File: config.mk
export PLATFORM = sky130hd
export DESIGN_NAME = instruction_encoder_loader_flat
export DESIGN_NICKNAME = d
export VERILOG_FILES = /design/src/rtl/instruction_encoder_loader_if.sv /design/src/rtl/instruction_encoder_loader.sv /design/src/flat_wrapper.sv
export SDC_FILE = /design/constraint.sdc
export NUM_CORES = 1
export LEC_CHECK = 0
export CAP_MARGIN = 40
export CORE_UTILIZATION = 30
export DETAILED_ROUTE_END_ITERATION = 12
export PLACE_DENSITY_LB_ADDON = 0.15
export SLEW_MARGIN = 10
export SYNTH_ARGS = -nofsm -noshare
export SYNTH_HDL_FRONTEND = slang
export SYNTH_SLANG_ARGS = --single-unit
export TNS_END_PERCENT = 1
File: constraint.sdc
create_clock -name clk -period 2.2 [get_ports clk]
set_clock_uncertainty 0.1 [all_clocks]
set_input_delay 0.44 -clock clk [delete_from_list [all_inputs] [get_ports clk]]
set_output_delay 0.44 -clock clk [all_outputs]
set_load 0.05 [all_outputs]
File: src/rtl/instruction_encoder_loader_if.sv
// Field-bundle handshake and instruction-memory write bus of the instruction encoder/loader.
// The master drives the field bundle and session control; the slave (loader) drives the memory port.
interface instruction_encoder_loader_if #(
  parameter int unsigned ADDR_WIDTH = 8
);
  logic                  start;
  logic                  in_valid;
  logic                  in_ready;
  logic [2:0]            fmt;
  logic [6:0]            opcode;
  logic [4:0]            rd;
  logic [4:0]            rs1;
  logic [4:0]            rs2;
  logic [2:0]            funct3;
  logic [6:0]            funct7;
  logic [31:0]           imm;
  logic                  mem_we;
  logic [ADDR_WIDTH-1:0] mem_addr;
  logic [31:0]           mem_wdata;
  logic [ADDR_WIDTH:0]   count;
  logic                  full;
  logic                  err_illegal;

  modport master (
    output start, in_valid, fmt, opcode, rd, rs1, rs2, funct3, funct7, imm,
    input  in_ready, mem_we, mem_addr, mem_wdata, count, full, err_illegal
  );

  modport slave (
    input  start, in_valid, fmt, opcode, rd, rs1, rs2, funct3, funct7, imm,
    output in_ready, mem_we, mem_addr, mem_wdata, count, full, err_illegal
  );
endinterface

File: src/rtl/instruction_encoder_loader.sv
// Packs RV32I field bundles into 32-bit instruction words and streams them into
// instruction memory at consecutive word addresses, one write per accepted bundle.
module instruction_encoder_loader #(
  parameter int unsigned ADDR_WIDTH = 8,
  parameter int unsigned MEM_DEPTH  = 256
) (
  input logic                          clk,
  input logic                          rst,
  instruction_encoder_loader_if.slave  bus
);

  typedef enum logic [1:0] {StIdle, StLoad, StFull} state_e;

  localparam logic [ADDR_WIDTH:0] LastIdx = (ADDR_WIDTH + 1)'(MEM_DEPTH - 1);

  state_e                state_q;
  logic                  in_ready_q;
  logic                  we_q;
  logic                  full_q;
  logic                  err_q;
  logic [ADDR_WIDTH-1:0] addr_q;
  logic [31:0]           wdata_q;
  logic [ADDR_WIDTH:0]   acc_q;
  logic [ADDR_WIDTH:0]   count_q;
  logic [31:0]           enc_d;
  logic                  illegal;
  logic                  accept;

  // start takes priority over a coincident bundle
  assign accept = bus.in_valid && (state_q == StLoad) && !bus.start;

  always_comb begin
    enc_d   = '0;
    illegal = 1'b0;
    case (bus.fmt)
      3'd0: enc_d = {bus.funct7, bus.rs2, bus.rs1, bus.funct3, bus.rd, bus.opcode};
      3'd1: enc_d = {bus.imm[11:0], bus.rs1, bus.funct3, bus.rd, bus.opcode};
      3'd2: enc_d = {bus.imm[11:5], bus.rs2, bus.rs1, bus.funct3, bus.imm[4:0], bus.opcode};
      3'd3: enc_d = {bus.imm[12], bus.imm[10:5], bus.rs2, bus.rs1, bus.funct3,
                     bus.imm[4:1], bus.imm[11], bus.opcode};
      3'd4: enc_d = {bus.imm[31:12], bus.rd, bus.opcode};
      3'd5: enc_d = {bus.imm[20], bus.imm[10:1], bus.imm[11], bus.imm[19:12],
                     bus.rd, bus.opcode};
      default: illegal = 1'b1;
    endcase
  end

  always_ff @(posedge clk) begin
    if (rst) begin
      state_q    <= StIdle;
      in_ready_q <= 1'b0;
      we_q       <= 1'b0;
      full_q     <= 1'b0;
      err_q      <= 1'b0;
      addr_q     <= '0;
      wdata_q    <= '0;
      acc_q      <= '0;
      count_q    <= '0;
    end else begin
      we_q <= 1'b0;
      if (we_q) begin
        count_q <= count_q + 1'b1;
      end
      if (accept && illegal) begin
        err_q <= 1'b1;
      end
      // acc_q counts legal accepts, so it is also the address of the next word
      if (accept && !illegal) begin
        we_q    <= 1'b1;
        addr_q  <= acc_q[ADDR_WIDTH-1:0];
        wdata_q <= enc_d;
        acc_q   <= acc_q + 1'b1;
        if (acc_q == LastIdx) begin
          state_q    <= StFull;
          in_ready_q <= 1'b0;
          full_q     <= 1'b1;
        end
      end
      if (bus.start) begin
        state_q    <= StLoad;
        in_ready_q <= 1'b1;
        full_q     <= 1'b0;
        err_q      <= 1'b0;
        acc_q      <= '0;
        count_q    <= '0;
      end
    end
  end

  assign bus.in_ready    = in_ready_q;
  assign bus.mem_we      = we_q;
  assign bus.mem_addr    = addr_q;
  assign bus.mem_wdata   = wdata_q;
  assign bus.count       = count_q;
  assign bus.full        = full_q;
  assign bus.err_illegal = err_q;

endmodule

File: src/flat_wrapper.sv
// flat-port wrapper written by rule: the top's interface ports become plain ports
module instruction_encoder_loader_flat 
#(
  parameter int unsigned ADDR_WIDTH = 8,
  parameter int unsigned MEM_DEPTH  = 256
)
  (clk, rst, bus_start, bus_in_valid, bus_fmt, bus_opcode, bus_rd, bus_rs1, bus_rs2, bus_funct3, bus_funct7, bus_imm, bus_in_ready, bus_mem_we, bus_mem_addr, bus_mem_wdata, bus_count, bus_full, bus_err_illegal);
  instruction_encoder_loader_if #(.ADDR_WIDTH(ADDR_WIDTH)) bus_i ();
  input logic clk;
  input logic rst;
  input wire logic [$bits(bus_i.start)-1:0] bus_start;
  input wire logic [$bits(bus_i.in_valid)-1:0] bus_in_valid;
  input wire logic [$bits(bus_i.fmt)-1:0] bus_fmt;
  input wire logic [$bits(bus_i.opcode)-1:0] bus_opcode;
  input wire logic [$bits(bus_i.rd)-1:0] bus_rd;
  input wire logic [$bits(bus_i.rs1)-1:0] bus_rs1;
  input wire logic [$bits(bus_i.rs2)-1:0] bus_rs2;
  input wire logic [$bits(bus_i.funct3)-1:0] bus_funct3;
  input wire logic [$bits(bus_i.funct7)-1:0] bus_funct7;
  input wire logic [$bits(bus_i.imm)-1:0] bus_imm;
  output wire logic [$bits(bus_i.in_ready)-1:0] bus_in_ready;
  output wire logic [$bits(bus_i.mem_we)-1:0] bus_mem_we;
  output wire logic [$bits(bus_i.mem_addr)-1:0] bus_mem_addr;
  output wire logic [$bits(bus_i.mem_wdata)-1:0] bus_mem_wdata;
  output wire logic [$bits(bus_i.count)-1:0] bus_count;
  output wire logic [$bits(bus_i.full)-1:0] bus_full;
  output wire logic [$bits(bus_i.err_illegal)-1:0] bus_err_illegal;
  assign bus_i.start = bus_start;
  assign bus_i.in_valid = bus_in_valid;
  assign bus_i.fmt = bus_fmt;
  assign bus_i.opcode = bus_opcode;
  assign bus_i.rd = bus_rd;
  assign bus_i.rs1 = bus_rs1;
  assign bus_i.rs2 = bus_rs2;
  assign bus_i.funct3 = bus_funct3;
  assign bus_i.funct7 = bus_funct7;
  assign bus_i.imm = bus_imm;
  assign bus_in_ready = bus_i.in_ready;
  assign bus_mem_we = bus_i.mem_we;
  assign bus_mem_addr = bus_i.mem_addr;
  assign bus_mem_wdata = bus_i.mem_wdata;
  assign bus_count = bus_i.count;
  assign bus_full = bus_i.full;
  assign bus_err_illegal = bus_i.err_illegal;
  instruction_encoder_loader #(.ADDR_WIDTH(ADDR_WIDTH), .MEM_DEPTH(MEM_DEPTH)) u_core (.clk(clk), .rst(rst), .bus(bus_i));
endmodule
Yosys cells after proc, flatten, opt, wreduce, memory -nomap -nowiden --
Cells that the tools add are included. W data, S select, Z words.
Storage, ports and cells: bits of input ports 71, output and inout bits 53, flip-flop bits (word level) 63, word-level logic and storage cells 39
Cells by class: reduce and logical (&&, ||, !) cells 12, multiplexer cells 9, add/subtract/negate cells 2, eq/ne operators 7
Operators by type and width (count):
- $pmux W32 S6 | 1
- $add A9 B1 Y9 const B | 2
- $eq A9 B8 Y1 const B | 1
- $mux W1 | 8
- $eq A3 B2 Y1 const B | 2
- $eq A3 B3 Y1 const B | 2
- $reduce_or A6 Y1 | 1
- $logic_and A1 B1 Y1 | 4
- $reduce_and A2 Y1 | 2
- $reduce_bool A2 Y1 | 2
- $eq A3 B1 Y1 const B | 1
- $logic_not A3 Y1 | 1
- $eq A2 B1 Y1 const B | 1
- $reduce_or A2 Y1 | 1
- $logic_not A1 Y1 | 1

Depth between registers and ports, before layout --
depth in word-level cells 6, gate-level depth with buffers 7, depth with buffers taken out 7

Worst setup path after synthesis --
No wires, ideal clock.
kind reg-to-reg, start reg u_core.state_q[0], end reg u_core.acc_q[3], buffers on the path 1, library setup time 0.070 ns, stages on the path, launching flop included 5, required time 2.030 ns, period minus slack after synthesis 1.736 ns, path slack 0.464 ns, arrival 1.566 ns, cells stage by stage dfxtp_1 -> nand4bb_1 -> buf_2 -> or4_1 -> a21oi_1
On the way: word-level cells in the longest chain between the ends 4
Ends and longest elaborated chain:
- start, declared | RTL line instruction_encoder_loader.sv:16 | state_e state_q;
- start signal, assigned | RTL line instruction_encoder_loader.sv:50 | state_q <= StIdle;
- start signal, assigned | RTL line instruction_encoder_loader.sv:74 | state_q <= StFull;
- start signal, assigned | RTL line instruction_encoder_loader.sv:80 | state_q <= StLoad;
- $eq A2 B1 Y1 | RTL line instruction_encoder_loader.sv:30 | assign accept = bus.in_valid && (state_q == StLoad) && !bus.start;
- $logic_and A1 B1 Y1 (2 in series) | RTL line instruction_encoder_loader.sv:30
- $logic_and A1 B1 Y1 | RTL line instruction_encoder_loader.sv:68 | if (accept && !illegal) begin
- end signal, assigned | RTL line instruction_encoder_loader.sv:72 | acc_q <= acc_q + 1'b1;
- end, declared | RTL line instruction_encoder_loader.sv:23 | logic [ADDR_WIDTH:0] acc_q;
Every way passes these cells. A chain may end at the register's enable or synchronous reset.

Worst setup path in the final report --
start reg u_core.count_q[4] (netlist: u_core.bus.count[4]), end out bus_count[4]
RTL lines:
- start, declared | RTL line instruction_encoder_loader.sv:24 | logic [ADDR_WIDTH:0] count_q;
- start signal, assigned | RTL line instruction_encoder_loader.sv:62 | count_q <= count_q + 1'b1;
- end, declared | RTL line flat_wrapper.sv:25 | output wire logic [$bits(bus_i.count)-1:0] bus_count;
No word-level cell between the ends.

==> results.md <==
STA:
- Setup violations remaining at the end of the flow were counted as 0.
- The hold violation total from the final report came to 0.
- Dividing the final minimum period by the clock period gives 97.4%.
- The post-route minimum period is 2.14 ns.
- Setup repair after global routing left no endpoint under its margin.
- The slew at the pin closest to its max-slew limit is 0.573 ns.
- The relative max-transition margin is 61.7%.
- The highest clock rate is 0.467 GHz.
- The final number of max-transition violations came to 0.

Global route:
- The number of global-route vias before repair is 3063.
- The global-route wire length before repair is 15000 um.
- The met2 usage in global routing is 29.3%.
- The met1 capacity usage during global routing is 24.1%.
- The maximum number of pins on one net before global-route repair is 43.
- For this run, global-route usage on met3 was measured as 4.62%.
- The sum of overflow across all layers after global routing is 0.
- For this run, the total global-route usage over all layers was measured as 18.5%.
- In this run the most used layer during global routing was met2.
- The number of antenna violations at the first check in global routing is 0.

Power and ir drop:
- The internal portion of total power is 1.81 mW.
- The worst-case IR drop observed on VDD is 0.000262 V.
- The total power divided by cell area is 549 nW/um^2.
- For this design the total switching power over the nets is 704 uW.
- The power after layout is 2.51 mW.
- The proportion of power drawn by the clock network is 34.8%.
- Summed over all cells, the static leakage comes to 1.55 nW.
- The combinational share of power is 19.0%.
- In this run, flip-flops and latches consume 46.2% of the power.
- Of the total power, the share spent switching nets is 28.0%.

Floorplanning:
- The initial core utilization is 31.5%.
- The number of primary I/O pins is 124.
- The die is 101 um tall.
- The region available for standard cell placement spans 9420 um^2.
- In this run the core area contains 35 standard-cell rows.
- The die covers 10300 um^2.
- The horizontal extent of the die is 101 um.

Worst setup path:
- The worst setup path is captured at an output pin.
- Along the worst path, the maximum fanout reaches 5.
- The kind of cell adding the most delay to the critical path is buffers and inverters.
- The critical path's largest stage delay is 0.84 ns.
- The worst setup path is launched from a flop.
- The critical path goes through clkdlybuf4s50_1.
- By startpoint and endpoint, the worst setup path is classified as flop to output pin.
- The combined buffer and inverter count along the critical path is 1.
- The largest individual stage delay along the critical path comes from the cell sky130_fd_sc_hd__clkdlybuf4s50_1.
- STA puts the critical path data arrival time at 1.60 ns.
- At the worst endpoint, the required time is 1.66 ns.

Synth:
- The number of nets in the synthesized netlist is 420.
- The cell taking the most area after synthesis is sky130_fd_sc_hd__dfxtp_1.
- The commonest register cell after synthesis is sky130_fd_sc_hd__dfxtp_1.
- Summing every instance area after synthesis gives 2970 um^2.
- The area share of the largest cell type after synthesis is 41.8%.
- The count of flip-flops with a built-in enable after synthesis is 0.
- The flip-flop and latch count after synthesis is 62.
- The number of distinct library cells after synthesis is 41.
- The async set-reset flop share out of synthesis is 0%.
- The sequential cell area fraction in the yosys report is 41.8%.
- The number of synthesis warnings is 0.
- Averaged over all synthesized cells, the footprint is 8.57 um^2.
- The instance count of the mapped netlist is 346.
- Ranked by total cell area, the synthesized netlist is headed by sky130_fd_sc_hd__dfxtp_1 (42%), sky130_fd_sc_hd__a21oi_1 (8.8%), sky130_fd_sc_hd__a22oi_1 (5.1%), sky130_fd_sc_hd__a211oi_1 (3.8%), sky130_fd_sc_hd__nand3_1 (3.5%).

Min path:
- The worst min-delay path class is flop to flop.

Finish:
- Counting the fill cells in the layout gives 924.
- The layout overhead on the synthesized area is 54.3%.
- The count of antenna diodes in the layout is 0.
- The final standard cell area without fillers is 4580 um^2.
- The final layout contains 540 nets.
- The post-route netlist has 9.15% of its cells at a drive strength greater than 1.

Routing:
- The count of routing violations after the opening detailed-route iteration is 174.
- After detailed routing, the number of remaining DRC violations is 0.
- The post-detailed-route wirelength per cell is 15.2 um.
- The routed design has 9120 um of wire.
- Across all layers, the routed design uses 3136 vias.
- The pre-antenna-repair detailed-routing pass consisted of 5 iterations.
- After detailed routing, the number of vias per cell comes to 5.24.
- The number of routed nets with antenna violations is 0.

Clocking:
- In this run, CTS created clock tree buffers numbering 9.
- At the later pin of the worst-skew pair, clock insertion delay measures 0.33 ns.
- The clock tree from TritonCTS is built.
- The clock net in this run drives a total of 62 sinks.
- The longest clock path from root to sink contains 2 buffers.
- The maximum level of the CTS H-tree is 3.
- The CTS clock-pin slew for the worst setup and hold paths is 0.07 ns.
- The root buffer cell is sky130_fd_sc_hd__clkbuf_8.

Run status:
- The run finished with clean final reports.

Job:
- The reported max-cap violation count is 0.

Placed design:
- Port buffering added 123 buffers.
- Summed over all nets, the half-perimeter wirelength after detailed placement is 6460 um.
- The congestion estimate from routability-driven global placement came to 0.764.
- The post-detailed-placement cell area is 4410 um^2.
metal layers:
layer | wire (um) | share of wire, %
met5 | 0 | 0
met4 | 181 | 2.0
met3 | 671 | 7.4
met2 | 3970 | 44
met1 | 4300 | 47
sequential cells by signal, indices dropped and copies added (netlist names):
name / flops
u_core.bus.count: 9
u_core.bus.mem_wdata: 32
u_core.acc_q: 9
u_core.bus.full: 1
u_core.state_q: 1
u_core.bus.mem_we: 1
u_core.bus.mem_addr: 8
u_core.bus.err_illegal: 1
per-stage QoR:
step / setup WS (ns) / setup TNS [ns] / cells / utilization (%) / hold WS [ns]
2_1_floorplan: 0.464 / 0 / 346 / - / 0.358
3_3_place_gp: 0.00699 / 0 / 584 / 46.8 / 0.360
3_5_place_dp: -0.0392 / -0.0648 / 584 / 46.8 / 0.368
4_1_cts: 0.0475 / 0 / 599 / 48.6 / 0.377
5_1_grt: 0.0182 / 0 / 599 / 48.6 / 0.391
6_report: 0.0580 / 0 / 599 / 48.6 / 0.377
layout make-up:
type	instances	area, um^2	area share [%]
multi-input cells	242	1540	33.6
repair buffers	144	1450	31.6
flip-flops and latches	62	1240	27.1
well taps	129	161	3.53
clock buffers	11	141	3.09
inverters	7	26.3	0.574
clock inverters	4	23.8	0.519
placed cells by master (no fill, tap or decap), types with 2 or more instances in the layout:
| master | n |
|---|---|
| sky130_fd_sc_hd__mux2_2 | 2 |
| sky130_fd_sc_hd__or3_1 | 9 |
| sky130_fd_sc_hd__a311oi_1 | 11 |
| sky130_fd_sc_hd__inv_1 | 7 |
| sky130_fd_sc_hd__nor2b_1 | 2 |
| sky130_fd_sc_hd__o31ai_1 | 3 |
| sky130_fd_sc_hd__clkbuf_8 | 10 |
| sky130_fd_sc_hd__buf_12 | 5 |
| sky130_fd_sc_hd__o21ai_0 | 21 |
| sky130_fd_sc_hd__a211oi_1 | 15 |
| sky130_fd_sc_hd__a22oi_1 | 20 |
| sky130_fd_sc_hd__clkinv_2 | 3 |
| sky130_fd_sc_hd__o211ai_1 | 5 |
| sky130_fd_sc_hd__nand3b_1 | 10 |
| sky130_fd_sc_hd__a21o_1 | 10 |
| sky130_fd_sc_hd__ha_1 | 3 |
| sky130_fd_sc_hd__dfxtp_1 | 62 |
| sky130_fd_sc_hd__nor2_1 | 9 |
| sky130_fd_sc_hd__a21oi_1 | 52 |
| sky130_fd_sc_hd__or4_1 | 2 |
| sky130_fd_sc_hd__mux2i_1 | 5 |
| sky130_fd_sc_hd__xor2_1 | 3 |
| sky130_fd_sc_hd__clkdlybuf4s50_1 | 120 |
| sky130_fd_sc_hd__nor3_1 | 2 |
| sky130_fd_sc_hd__nand2_1 | 16 |
| sky130_fd_sc_hd__buf_4 | 17 |
| sky130_fd_sc_hd__nand4_1 | 7 |
| sky130_fd_sc_hd__and4_1 | 2 |
| sky130_fd_sc_hd__nand3_1 | 21 |
path summary, 6_finish.rpt:
kind                            depth (start not counted)                endpoint                   start  slack [ns]
worst max-delay path                                    1            bus_count[4]     u_core.bus.count[4]        0.06
worst max register to register                          7       u_core.state_q[0]         u_core.acc_q[0]        0.59
worst min-delay path                                    2  u_core.bus.mem_addr[4]  u_core.bus.mem_addr[4]        0.38
worst min register to register                          2  u_core.bus.mem_addr[4]  u_core.bus.mem_addr[4]        0.38
cell usage after synthesis (all sizes together), types with 2 or more instances:
cell and count:
mux2i 5, clkbuf 17, nor2b 2, o31ai 3
xor2 3, nor3 2, o211ai 5, nand3b 10
mux2 2, o21ai 21, a22oi 20, a21o 10
nand4 7, dfxtp 62, ha 3, inv 7
or4 2, and4 2, a211oi 15, buf 18
nand2 16, nand3 21, a311oi 11, or3 9
nor2 10, a21oi 52
kinds of logic after synthesis:
family,count (synthesis),synth area share [%]
AO/OA/AOI/OAI,141,30.1
adder cells (fa/ha/maj),3,1.27
multiplexers,8,3.21
XOR/XNOR,4,1.18
AND/OR/NAND/NOR,86,16.1
flip-flops,62,41.8
buffers and inverters,42,6.33
repair_timing:
action / 4_1_cts / 5_1_grt
setup endpoints to repair: 0 / 1
hold buffers: 0 / 0
buffers inserted: 0 / 0
resized for setup: 0 / 1
power groups by stage:
stage	registers, mW	logic, mW	clock network (mW)
after global routing	1.16	0.511	0.960
after detailed placement	1.18	0.478	0
after CTS	1.16	0.480	0.903
after global placement	1.18	0.476	0
final	1.16	0.478	0.875
after floorplan	1.26	0.162	0
Note: power is estimated with default switching activity, not from simulation.
